==> config.mk <==
export PLATFORM = sky130hd
export DESIGN_NAME = counter_mod
export DESIGN_NICKNAME = d
export VERILOG_FILES = /design/src/rtl/counter_pkg.sv /design/src/rtl/counter_mod_next.sv /design/src/rtl/counter_mod.sv
export SDC_FILE = /design/constraint.sdc
export NUM_CORES = 1
export LEC_CHECK = 0
export CAP_MARGIN = 10
export CELL_PAD_IN_SITES_DETAIL_PLACEMENT = 1
export CELL_PAD_IN_SITES_GLOBAL_PLACEMENT = 2
export CORE_ASPECT_RATIO = 0.75
export CORE_MARGIN = 10
export CORE_UTILIZATION = 19
export DETAILED_ROUTE_END_ITERATION = 10
export GPL_ROUTABILITY_DRIVEN = 0
export MAX_ROUTING_LAYER = met4
export PLACE_DENSITY_LB_ADDON = 0.05
export SLEW_MARGIN = 20
export SYNTH_ARGS = -nofsm -noshare
export SYNTH_HDL_FRONTEND = slang
export SYNTH_SLANG_ARGS = --single-unit
==> constraint.sdc <==
create_clock -name clk -period 1.65 [get_ports clk]
set_input_delay 0.33 -clock clk [delete_from_list [all_inputs] [get_ports clk]]
set_output_delay 0.33 -clock clk [all_outputs]
set_load 0.02 [all_outputs]
==> src/rtl/counter_pkg.sv <==
// Shared constants and helpers for the counter family.
// Limit-mode selectors and a width helper for instantiating blocks.
package counter_pkg;

   localparam int COUNT_WRAP = 0;
   localparam int COUNT_SAT  = 1;

   // Smallest width (in bits) that can hold the value max.
   function automatic int count_width(input logic [63:0] max);
      int w;
      w = 1;
      while (w < 64 && ((64'd1 << w) <= max))
         w++;
      return w;
   endfunction

endpackage

==> src/rtl/counter_mod_next.sv <==
// Next-state logic for counter_mod: load clamp, count, wrap/saturate.
// Purely combinational; also produces the cascade terminal count.
module counter_mod_next
   import counter_pkg::*;
#(
   parameter int          WIDTH = 4,
   parameter logic [63:0] MAX   = (64'd1 << WIDTH) - 64'd1,
   parameter int          SAT   = COUNT_WRAP
) (
   input  logic [WIDTH-1:0] q,
   input  logic             up,
   input  logic             en,
   input  logic             ld,
   input  logic [WIDTH-1:0] d,
   output logic [WIDTH-1:0] next_q,
   output logic             limit_hit,
   output logic             tc
);

   localparam logic [WIDTH-1:0] MAXV = MAX[WIDTH-1:0];

   logic at_top;
   logic at_bot;
   logic do_up;
   logic do_dn;

   assign at_top = (q == MAXV);
   assign at_bot = (q == '0);
   assign do_up  = ~ld & en & up;
   assign do_dn  = ~ld & en & ~up;

   // Terminal count is not gated by ld; it feeds the next stage's en.
   assign tc = en & ((up & at_top) | (~up & at_bot));

   // Select exactly one action: load, step up, step down, or hold.
   always_comb begin
      next_q    = q;
      limit_hit = 1'b0;
      unique case (1'b1)
         ld: begin
            next_q = (d > MAXV) ? MAXV : d;
         end
         do_up: begin
            if (at_top) begin
               limit_hit = 1'b1;
               next_q    = (SAT == COUNT_SAT) ? q : '0;
            end else begin
               next_q = q + 1'b1;
            end
         end
         do_dn: begin
            if (at_bot) begin
               limit_hit = 1'b1;
               next_q    = (SAT == COUNT_SAT) ? q : MAXV;
            end else begin
               next_q = q - 1'b1;
            end
         end
         default: begin
            next_q    = q;
            limit_hit = 1'b0;
         end
      endcase
   end

endmodule

==> src/rtl/counter_mod.sv <==
// Parametrised up/down counter with load, wrap/saturate and cascade tc.
// Holds only the q and ovf registers; clr overrides everything.
module counter_mod
   import counter_pkg::*;
#(
   parameter int          WIDTH = 4,
   parameter logic [63:0] MAX   = (64'd1 << WIDTH) - 64'd1,
   parameter int          SAT   = COUNT_WRAP
) (
   input  logic             clk,
   input  logic             clr,
   input  logic             en,
   input  logic             up,
   input  logic             ld,
   input  logic [WIDTH-1:0] d,
   output logic [WIDTH-1:0] q,
   output logic             tc,
   output logic             ovf
);

   if (WIDTH < 1 || WIDTH > 32) begin : g_bad_width
      $error("counter_mod: WIDTH out of range");
   end
   if (MAX == 64'd0 || MAX > ((64'd1 << WIDTH) - 64'd1)) begin : g_bad_max
      $error("counter_mod: MAX out of range");
   end

   logic [WIDTH-1:0] next_q;
   logic             limit_hit;

   counter_mod_next #(
      .WIDTH (WIDTH),
      .MAX   (MAX),
      .SAT   (SAT)
   ) u_next (
      .q         (q),
      .up        (up),
      .en        (en),
      .ld        (ld),
      .d         (d),
      .next_q    (next_q),
      .limit_hit (limit_hit),
      .tc        (tc)
   );

   // Count register and one-cycle limit pulse, synchronous clear.
   always_ff @(posedge clk) begin
      if (clr) begin
         q   <= '0;
         ovf <= 1'b0;
      end else begin
         q   <= next_q;
         ovf <= limit_hit;
      end
   end

endmodule

==> run summary <==
result of the run: finished with violations
violated checks: setup timing
delay of the slowest cell on the worst path: 380 ps
remaining number of nets flagged by the antenna check after routing: 0
count of state elements after synthesis: 5
worst-case hold slack: 596 ps
cell count after synthesis: 47
wire length of the first global-routing pass: 2.34 mm
category of the worst setup path launch point: register
clock latency of the later-clocked register in the worst-skew pair: 250 ps
residual overflow from global routing: 0
share of power burned in registers: 30.9%
filler cell count in the final layout: 218
net count of the finished layout: 85
clock-pin transition on the worst setup and hold timing paths: 50 ps
arrival time at the worst endpoint: 1570 ps
synthesized-area fraction occupied by adder cells: 6.90%
Initial DRC Count: 17
root buffer selected by CTS: clkbuf_4
period utilization: 115%
highest clock frequency the design can meet: 527 MHz
fin util: 37.0%
site row count: 13
Worst-Margin Slew: 236 ps
largest net degree at the start of global routing: 10
Die Outline Area: 0.00408 sq mm
area of the multi-input gates: 262 sq um
maximum clock skew at final layout: 6.55 ps
number of standard cells in the final layout excluding fillers: 95
DRC violation count after routing: 0
count of maximum capacitance violations: 0
post-synthesis cell area: 363 sq um
final wirelength: 1.31 mm
total power draw: 0.449 mW
setup repair after global routing missed its margin: true
initial core utilization: 20.5%
post-synthesis mux area share: 5.86%
placed instance count: 90
clock buffer count from CTS: 3
Max FO, Critical Path: 3
Setup-failing EPs final: 1
xor and xnor fraction of the mapped netlist area: 4.83%
via count: 430
number of hold violations in the final report: 0
CP top delay family: simple AND/OR/NAND/NOR gates
sequential cell area in the final layout: 105 sq um
CP Capture Type: output pin
hold crit path type: input pin to register
TritonCTS clock tree: yes
master of the slowest instance on the critical path: or3b_4
pins over their slew limit: 0
share of total power in the clock network: 32.4%
required arrival time at the worst endpoint: 1320 ps
maximum clock insertion buffer count: 2
area fraction in compound gates after synthesis: 29.7%
per-cell routed wire length: 13.8 um
area inside the core boundary: 0.00177 sq mm
width of the die: 70.5 um
HPWL Detailed: 1.05 mm
antenna violations before repair: 0
sinks on the clock net: 5
sequence of cells on the critical path: inv_4, ha_4, or3b_4, o21ai_2, and2_4, buf_6
net switching power: 0.139 mW
number of global-route vias before repair: 475
fraction of layout cells with a size suffix above 1: 34.2%
via/cell ratio: 4.53
area growth from synthesis to layout: 80.7%
Peak supply drop: 338 uV
Die Ht: 57.8 um
Critical path buffers and inverters: 2
net switching fraction of the power: 31.0%
Synth Net Count: 58
headroom to the max-slew limit: 84.1%
setup_tns: -249 ps
minimum clock period: 1900 ps
static leakage: 0.306 nW
first-pass iteration count of the detailed router: 3
Avg Inst Size Synth: 7.72 sq um
relative contribution of combinational cells to total power: 36.7%
largest family of logic cells by synthesized area: compound AO/OA/AOI/OAI gates
final antenna diode count: 0
count of buffers from port buffering: 14
number of warnings reported in the yosys synthesis log: 0
global-route total usage across every layer: 7.32%
cell-internal power: 0.310 mW
Crit Path Category: register to output pin
Final Worst Setup Slack: -249 ps
sequential element share of the synthesized area: 27.6%
power density of the placed cells: 685 mW/mm^2
Yosys cell types: 23
H-tree Lvls: 1
area fraction in and, or, nand and nor cells after synthesis: 18.3%
I/O pins: 15
synthesized netlist by cell type (all sizes together):
cell type,instances,share of area [%]
buf,1,1.4
a211oi,1,3.4
a21o,1,2.1
a21oi,4,5.5
o221ai,1,2.4
o21ba,1,2.8
o31ai,1,2.1
mux2,1,3.1
ha,2,6.9
mux2i,1,2.8
and3,2,3.4
nand2,6,6.2
o21ai,4,5.5
xor2,2,4.8
nor3,1,1.4
or3b,1,2.4
a31oi,2,3.4
inv,4,4.1
and2,1,1.7
clkbuf,1,1.4
dfxtp,5,28
a41oi,1,2.4
nor2,3,3.1
per-layer routing:
| layer | track usage, % | up-vias | routed length, um |
|---|---|---|---|
| li1 | - | 218 | - |
| met1 | 7.82 | 200 | 598 |
| met2 | 11.3 | 10 | 615 |
| met3 | 3.57 | 2 | 73 |
| met4 | 3.37 | 0 | 21 |
| met5 | - | - | 0 |
sequential cells by signal, indices dropped and copies added, names as in the netlist:
register and cells:
ovf 1, q 4
logic make-up (layout without fill, tap and decap cells):
kind of cell               count (synthesis)  count (layout)
muxes                                      2               2
buffers and inverters                      6              32
and+or+nand+nor                           14              14
DFF                                        5               5
xor gates and xnor gates                   2               2
adders and majority gates                  2               2
AOI/OAI and AO/OA                         16              16
worst reg2reg max path, cell delays in order (launching register included):
cell and delay (ps):
dfxtp_4 350, buf_6 140, ha_2 190, buf_4 130, mux2_1 280, nand2_1 80
xor2_1 180, a211oi_2 80
what timing repair did:
item / CTS / global route
pin swaps: 1 / 0
setup endpoints to repair: 5 / 2
setup buffers: 1 / 0
gates resized for setup: 14 / 2
hold buffers: 0 / 0
placed cells by master (no fill, tap or decap), drive strengths merged, types with 2 or more instances in the layout:
cell type and instances:
o21ai 4, xor2 2, dfxtp 5, and3 2
clkdlybuf4s50 8, dlygate4sd2 4, ha 2, a31oi 2
inv 4, nand2 6, a21oi 4, clkbuf 4
buf 11, nor2 3
final cells by class:
class / instances / area share (%)
Inverter: 4 / 2.67
Timing Repair Buffer: 24 / 33.2
Sequential cell: 5 / 16.0
Multi-Input combinational cell: 36 / 39.9
Tap cell: 22 / 4.20
Clock buffer: 4 / 4.01
power groups by stage:
stage | sequential [mW] | clock, mW | combinational [mW]
after floorplan | 0.155 | 0 | 0.0707
after global placement | 0.139 | 0 | 0.165
after detailed placement | 0.139 | 0 | 0.165
after CTS | 0.138 | 0.151 | 0.167
after global routing | 0.140 | 0.166 | 0.183
final | 0.139 | 0.146 | 0.165
worst paths after layout:
check	startpoint	to	slack [ps]	cells past startpoint
worst min register to register	q[3]$_SDFFE_PP0P_	ovf$_SDFF_PP0_	670	2
worst max-delay path	q[0]$_SDFFE_PP0P_	tc	-250	6
worst min-delay path	up	ovf$_SDFF_PP0_	600	4
worst max register to register	q[0]$_SDFFE_PP0P_	q[2]$_SDFFE_PP0P_	100	7
through the flow:
stage / setup WS [ps] / cell area (sq um)
3_5_place_dp: -744 / 609
6_report: -249 / 656
2_1_floorplan: -30.5 / 393
4_1_cts: -245 / 649
3_3_place_gp: -717 / 609
5_1_grt: -312 / 656
(Power assumes the default switching activity.)
==> patch 1 (same flow settings) <==
`WIDTH` is set to 4 in 2 places; all go to 5.
--- a/src/rtl/counter_mod_next.sv
+++ b/src/rtl/counter_mod_next.sv
@@ -5,3 +5,3 @@
 #(
-   parameter int          WIDTH = 4,
+   parameter int          WIDTH = 5,
    parameter logic [63:0] MAX   = (64'd1 << WIDTH) - 64'd1,
--- a/src/rtl/counter_mod.sv
+++ b/src/rtl/counter_mod.sv
@@ -5,3 +5,3 @@
 #(
-   parameter int          WIDTH = 4,
+   parameter int          WIDTH = 5,
    parameter logic [63:0] MAX   = (64'd1 << WIDTH) - 64'd1,
Ports: changed (resized d and q); port bits go from 15 to 17. The function was not compared with the original's and may differ.
==> patch 1 against the original RTL <==
  * The run still ends with negative setup slack left
  * Global-route usage up 1.1 points
  * Synthesized area up 41%
  * Sequential cell count up 1
  * Worst setup slack better by 0.12 ns
  * Sequential share of layout area down 3.5 points
  * Design area up 54%
  * Critical path type unchanged
  * Routed wire length up 55%
  * Final cell count up 47%
  * Sequential power up 25%
  * Core utilization up 2.0 points
  * Total power up 29%
  * Via count up 46%
  * Synthesized cell count up 36%
==> patch 1: results (changes against the original RTL) <==
The most used flip-flop cell after synthesis is sky130_fd_sc_hd__dfxtp_1. The deepest level of the CTS H-tree came out at 1 (unchanged). The total routing usage reported by global routing came out at 8.45% (+1.1 points).

The setup violation total in the final timing report is 3 (+2). The number of antenna violations at the first check in global routing came to 0 (unchanged). The leakage power summed over all cells is 0.000413 uW (+35%).

The fraction of power consumed by sequential logic is 30.1% (-0.8 points). The final max-slew violation count came out at 0 (unchanged). Sorting the synthesized cells by area gives the leading types as sky130_fd_sc_hd__dfxtp_1, sky130_fd_sc_hd__ha_1, sky130_fd_sc_hd__nand2_1, sky130_fd_sc_hd__nor3_1, sky130_fd_sc_hd__nor4b_4. The number of buffers inserted during clock tree synthesis came out at 3 (unchanged). The maximum fanout along the worst path is 4 (+1). The gate count of the mapped netlist was 64 (+36%). The data arrival time of the critical path is 1.45 ns (-0.12 ns).

The warning count from the yosys run is 0 (unchanged). The post-synth net total is 77 (+33%). The net total in the final layout is 118 (+39%).

The via-per-instance ratio was 4.49 (-0.74%). The final non-filler cell total came out at 140 (+47%). The overall routed net length came out at 2030 um (+55%).

The number of filler cells placed in the layout is 315 (+44%). The share of synthesized flip-flops with an asynchronous set or reset came to 0% (unchanged). Sorting the synthesized cells by how often they occur yields sky130_fd_sc_hd__nand2_1, sky130_fd_sc_hd__dfxtp_1, sky130_fd_sc_hd__nor3_1.

The proportion of synthesized chip area in sequential cells came out at 23.5% (-4.1 points). The initial detailed-routing violation count came out at 10 (-7). The cell depth of the worst hold path is 3 (-1). The switching fraction of total power is 33.4% (+2.4 points). The transition time at the pin with the least slew margin is 0.403 ns (+0.167 ns). In this run the clock root is driven by a sky130_fd_sc_hd__clkbuf_4.

The number of instances in the placed design is 133 (+48%). The run finished, with violations left. The checks that failed: negative setup slack. The sum of internal, switching and leakage power came out at 578 uW (+29%). The wire length of the first global-routing pass is 3290 um (+41%). The number of distinct standard cells referenced by the synthesized netlist was 33 (+43%). The clock-net power came out at 153 uW (+5%). The worst-case reg-to-reg path depth came out at 7 (unchanged).

The path class of the tightest hold or removal check is input pin to flop. The register clock-pin slew on the reported worst setup and hold paths came out at 0.05 ns (about the same). The number of diodes is 0 (unchanged).

The share of layout cells above drive strength 1 came out at 47.1% (+13 points). The DRC violation count after routing is 0 (unchanged). The largest registers in the layout are q x5, ovf x1. The highest ir drop seen on vdd came to 0.290 mV (-14%). The half-perimeter wire length after detailed placement came out at 1570 um (+49%). The worst setup skew after layout is 0.00939 ns (+0.00284 ns).

The worst path setup slack after routing is -0.131 ns (+0.118 ns). The pin count of the biggest net entering global routing was 9 (-1). The count of buffers inserted at the top-level ports came out at 16 (+2). The insertion delay to the later sink of the worst-skew pair came out at 0.25 ns (about the same). The via count of the first global-routing pass came out at 686 (+44%).

The number of detailed-route iterations in the first pass was 3 (unchanged).
-- patch 1: worst paths after layout --
check        from  endpoint  slack, ns
max          q[0]        tc      -0.13
min          d[1]      q[1]       0.61
max reg2reg  q[0]      q[3]      -0.07
min reg2reg  q[4]       ovf       0.73
-- patch 1: repair_timing --
action	CTS	global route
resized for setup	27	5
setup endpoints to repair	8	5
setup buffers	3	0
pin swaps	6	5
-- patch 1: critical path: stages, from the launching register on --
cell	delay, ns
sky130_fd_sc_hd__dfxtp_4	0.36
sky130_fd_sc_hd__ha_4	0.16
sky130_fd_sc_hd__and3_4	0.18
sky130_fd_sc_hd__ha_4	0.16
sky130_fd_sc_hd__a21oi_2	0.15
sky130_fd_sc_hd__nor2b_2	0.06
sky130_fd_sc_hd__buf_6	0.12
-- patch 1: final cells by class --
type	count	area (um^2)	share of cell area (%)
Multi-Input combinational cell	50	454	45.1
Timing Repair Buffer	40	340	33.8
Sequential cell	6	126	12.5
Tap cell	36	45.0	4.47
Clock buffer	4	26.3	2.61
Inverter	4	15.0	1.49
-- patch 1: cells by family after synthesis --
kind of cell | synth area share (%)
AO/OA/AOI/OAI | 21.1
XOR/XNOR | 3.43
adder cells (fa/ha/maj) | 7.35
buffers and inverters | 7.60
flip-flops | 23.5
multiplexers | 1.96
AND/OR/NAND/NOR | 35.1
-- patch 1: layer usage --
layer,GRT usage (%),wire (um)
met5,-,0
met1,7.81,822
met2,16.0,1100
met4,1.97,9
met3,3.31,102
-- patch 1: per-stage QoR --
stage	instance area, um^2	setup TNS [ns]	worst slack [ns]	util (%)
final	1010	-0.277	-0.131	39.0
after global routing	1010	-0.551	-0.186	39.0
after CTS	988	-0.370	-0.169	38.3
after detailed placement	862	-1.17	-0.596	33.4
after global placement	862	-1.17	-0.565	33.4
after floorplan	523	0	0.0112	-
==> patch 2 (same flow settings) <==
Without the edit above. Register the output `ovf` once more; this adds one clock of latency there. The other outputs are not delayed to match.
--- a/src/rtl/counter_mod.sv
+++ b/src/rtl/counter_mod.sv
@@ -19,2 +19,4 @@
 );
+
+   logic ovf_s0;
 
@@ -49,7 +51,11 @@
          q   <= '0;
-         ovf <= 1'b0;
+         ovf_s0 <= 1'b0;
       end else begin
          q   <= next_q;
-         ovf <= limit_hit;
+         ovf_s0 <= limit_hit;
       end
+   end
+
+   always_ff @(posedge clk) begin
+      ovf <= ovf_s0;
    end
Behaviour: not the same (a bounded check fails within 4 cycles, from zero or initial values).
==> patch 2 against the original RTL <==
  * The run still ends with negative setup slack left
  * Synthesized area up 8.3%
  * Design area rose by 8.2%
  * Routed wire length grew 1.7%
  * Total power up 7.2%
  * Sequential cell count up 1
  * Critical path depth unchanged
  * Worst hold slack worse by 0.27 ns
  * Worst setup slack better by 0.027 ns
  * Critical path type unchanged
  * Largest cell class is now buffers
  * Highest routed layer unchanged
==> patch 2: results (changes against the original RTL) <==
The highest ir drop seen on vdd was 0.337 mV (-0.22%). The number of instances in the placed design is 94 (+4.4%). The multi-input combinational cell area came out at 253 um^2 (-3.3%).

The net total in the final layout came out at 91 (+7.1%). Sorting the synthesized cells by area gives the leading types as sky130_fd_sc_hd__dfxtp_1, sky130_fd_sc_hd__mux2i_1, sky130_fd_sc_hd__ha_1, sky130_fd_sc_hd__inv_1, sky130_fd_sc_hd__a21oi_1. The setup TNS after final layout came out at -0.377 ns (-0.128 ns). The number of filler cells placed in the layout came out at 237 (+8.7%). The wire length of the first global-routing pass came out at 2260 um (-3.5%). The placement-stage cell area was 634 um^2 (+4.1%). The number of detailed-route iterations in the first pass was 4 (+1). The reg-to-reg setup timing slack is -0.16 ns (-0.26 ns).

The largest registers in the layout are q x4, ovf x1, ovf_s0 x1. CTS placed an instance of sky130_fd_sc_hd__clkbuf_4 at the clock tree root. The worst hold path class is flop to flop. The buffer levels on the longest clock path is 2 (unchanged). The run finished, with violations left. The final reports fail on negative setup slack. The maximum fanout along the worst path is 2 (-1). The capturing point of the worst reg2reg path is q[0].

The pin count of the biggest net entering global routing is 9 (-1). The number of distinct standard cells referenced by the synthesized netlist is 25 (+8.7%). The startpoint identified for the worst hold timing path is ovf_s0. The overall routed net length came out at 1330 um (+1.7%).

The relative slew slack is 83.0% (-1.2 points). The commonest cells after synthesis are sky130_fd_sc_hd__dfxtp_1, sky130_fd_sc_hd__inv_1, sky130_fd_sc_hd__a21oi_1, sky130_fd_sc_hd__nor2_1. The proportion of synthesized chip area in sequential cells is 30.6% (+3.0 points). The worst setup skew after layout is 0.00226 ns (-0.00429 ns). The initial detailed-routing violation count is 11 (-6). The total routing usage reported by global routing is 6.95% (-0.37 points).

The number of vias in the routed layout was 441 (+2.6%). The data arrival time of the critical path came out at 1.54 ns (-0.03 ns). The via-per-instance ratio was 4.32 (-4.5%). The half-perimeter wire length after detailed placement is 1080 um (+3.4%). The worst slack after detailed placement is -0.712 ns (+0.0317 ns). The share of layout cells above drive strength 1 was 35.9% (+1.7 points). The worst path setup slack after routing is -0.222 ns (+0.0269 ns). The via count of the first global-routing pass is 470 (-1.1%). The setup violation total in the final timing report was 2 (+1).
==> patch 2: worst min path at each step <==
stage	to	slack, ns	cells past startpoint
finish	ovf	0.32	0
global route	ovf	0.36	0
CTS	ovf	0.32	0
detailed placement	ovf	0.31	0
global placement	ovf	0.32	0
floorplan	ovf	0.31	0
==> patch 2: where the power goes <==
group | internal (uW) | switching, uW | total (uW) | leakage, uW
Combinational | 101 | 81.6 | 183 | 0.000262
Clock | 82.4 | 55.1 | 137 | 0.0000138
Sequential | 156 | 5.71 | 161 | 0.0000500
Total | 339 | 142 | 481 | 0.000326
==> patch 2: kinds of logic after synthesis <==
family / after synthesis / share of synthesized area, %
AO/OA/AOI/OAI: 12 / 23.6
XOR/XNOR: 2 / 4.46
adder cells (fa/ha/maj): 2 / 6.37
buffers and inverters: 8 / 9.55
flip-flops: 6 / 30.6
multiplexers: 3 / 7.64
AND/OR/NAND/NOR: 14 / 17.8
==> patch 2: area by class of cell <==
cell class / instances / share of cell area [%]
Clock buffer: 3 / 3.17
Multi-Input combinational cell: 33 / 35.6
Tap cell: 24 / 4.23
Timing Repair Buffer: 30 / 36.5
Sequential cell: 6 / 17.3
Inverter: 6 / 3.17
==> patch 2: per-layer routing <==
layer  part of all wire [%]  wire length, um  global-route usage (%)  vias to the layer above
met2                     46              614                    10.1                       10
met3                    6.9               92                    4.19                        2
met5                      0                0                       -                        -
met4                    1.3               17                    2.43                        0
met1                     45              605                    7.70                      200
li1                       -                -                       -                      229
==> patch 2: repair_timing <==
item,CTS,global route
gates resized for setup,16,2
endpoints found under the setup margin,5,2
pin swaps,4,4
setup buffers,2,3
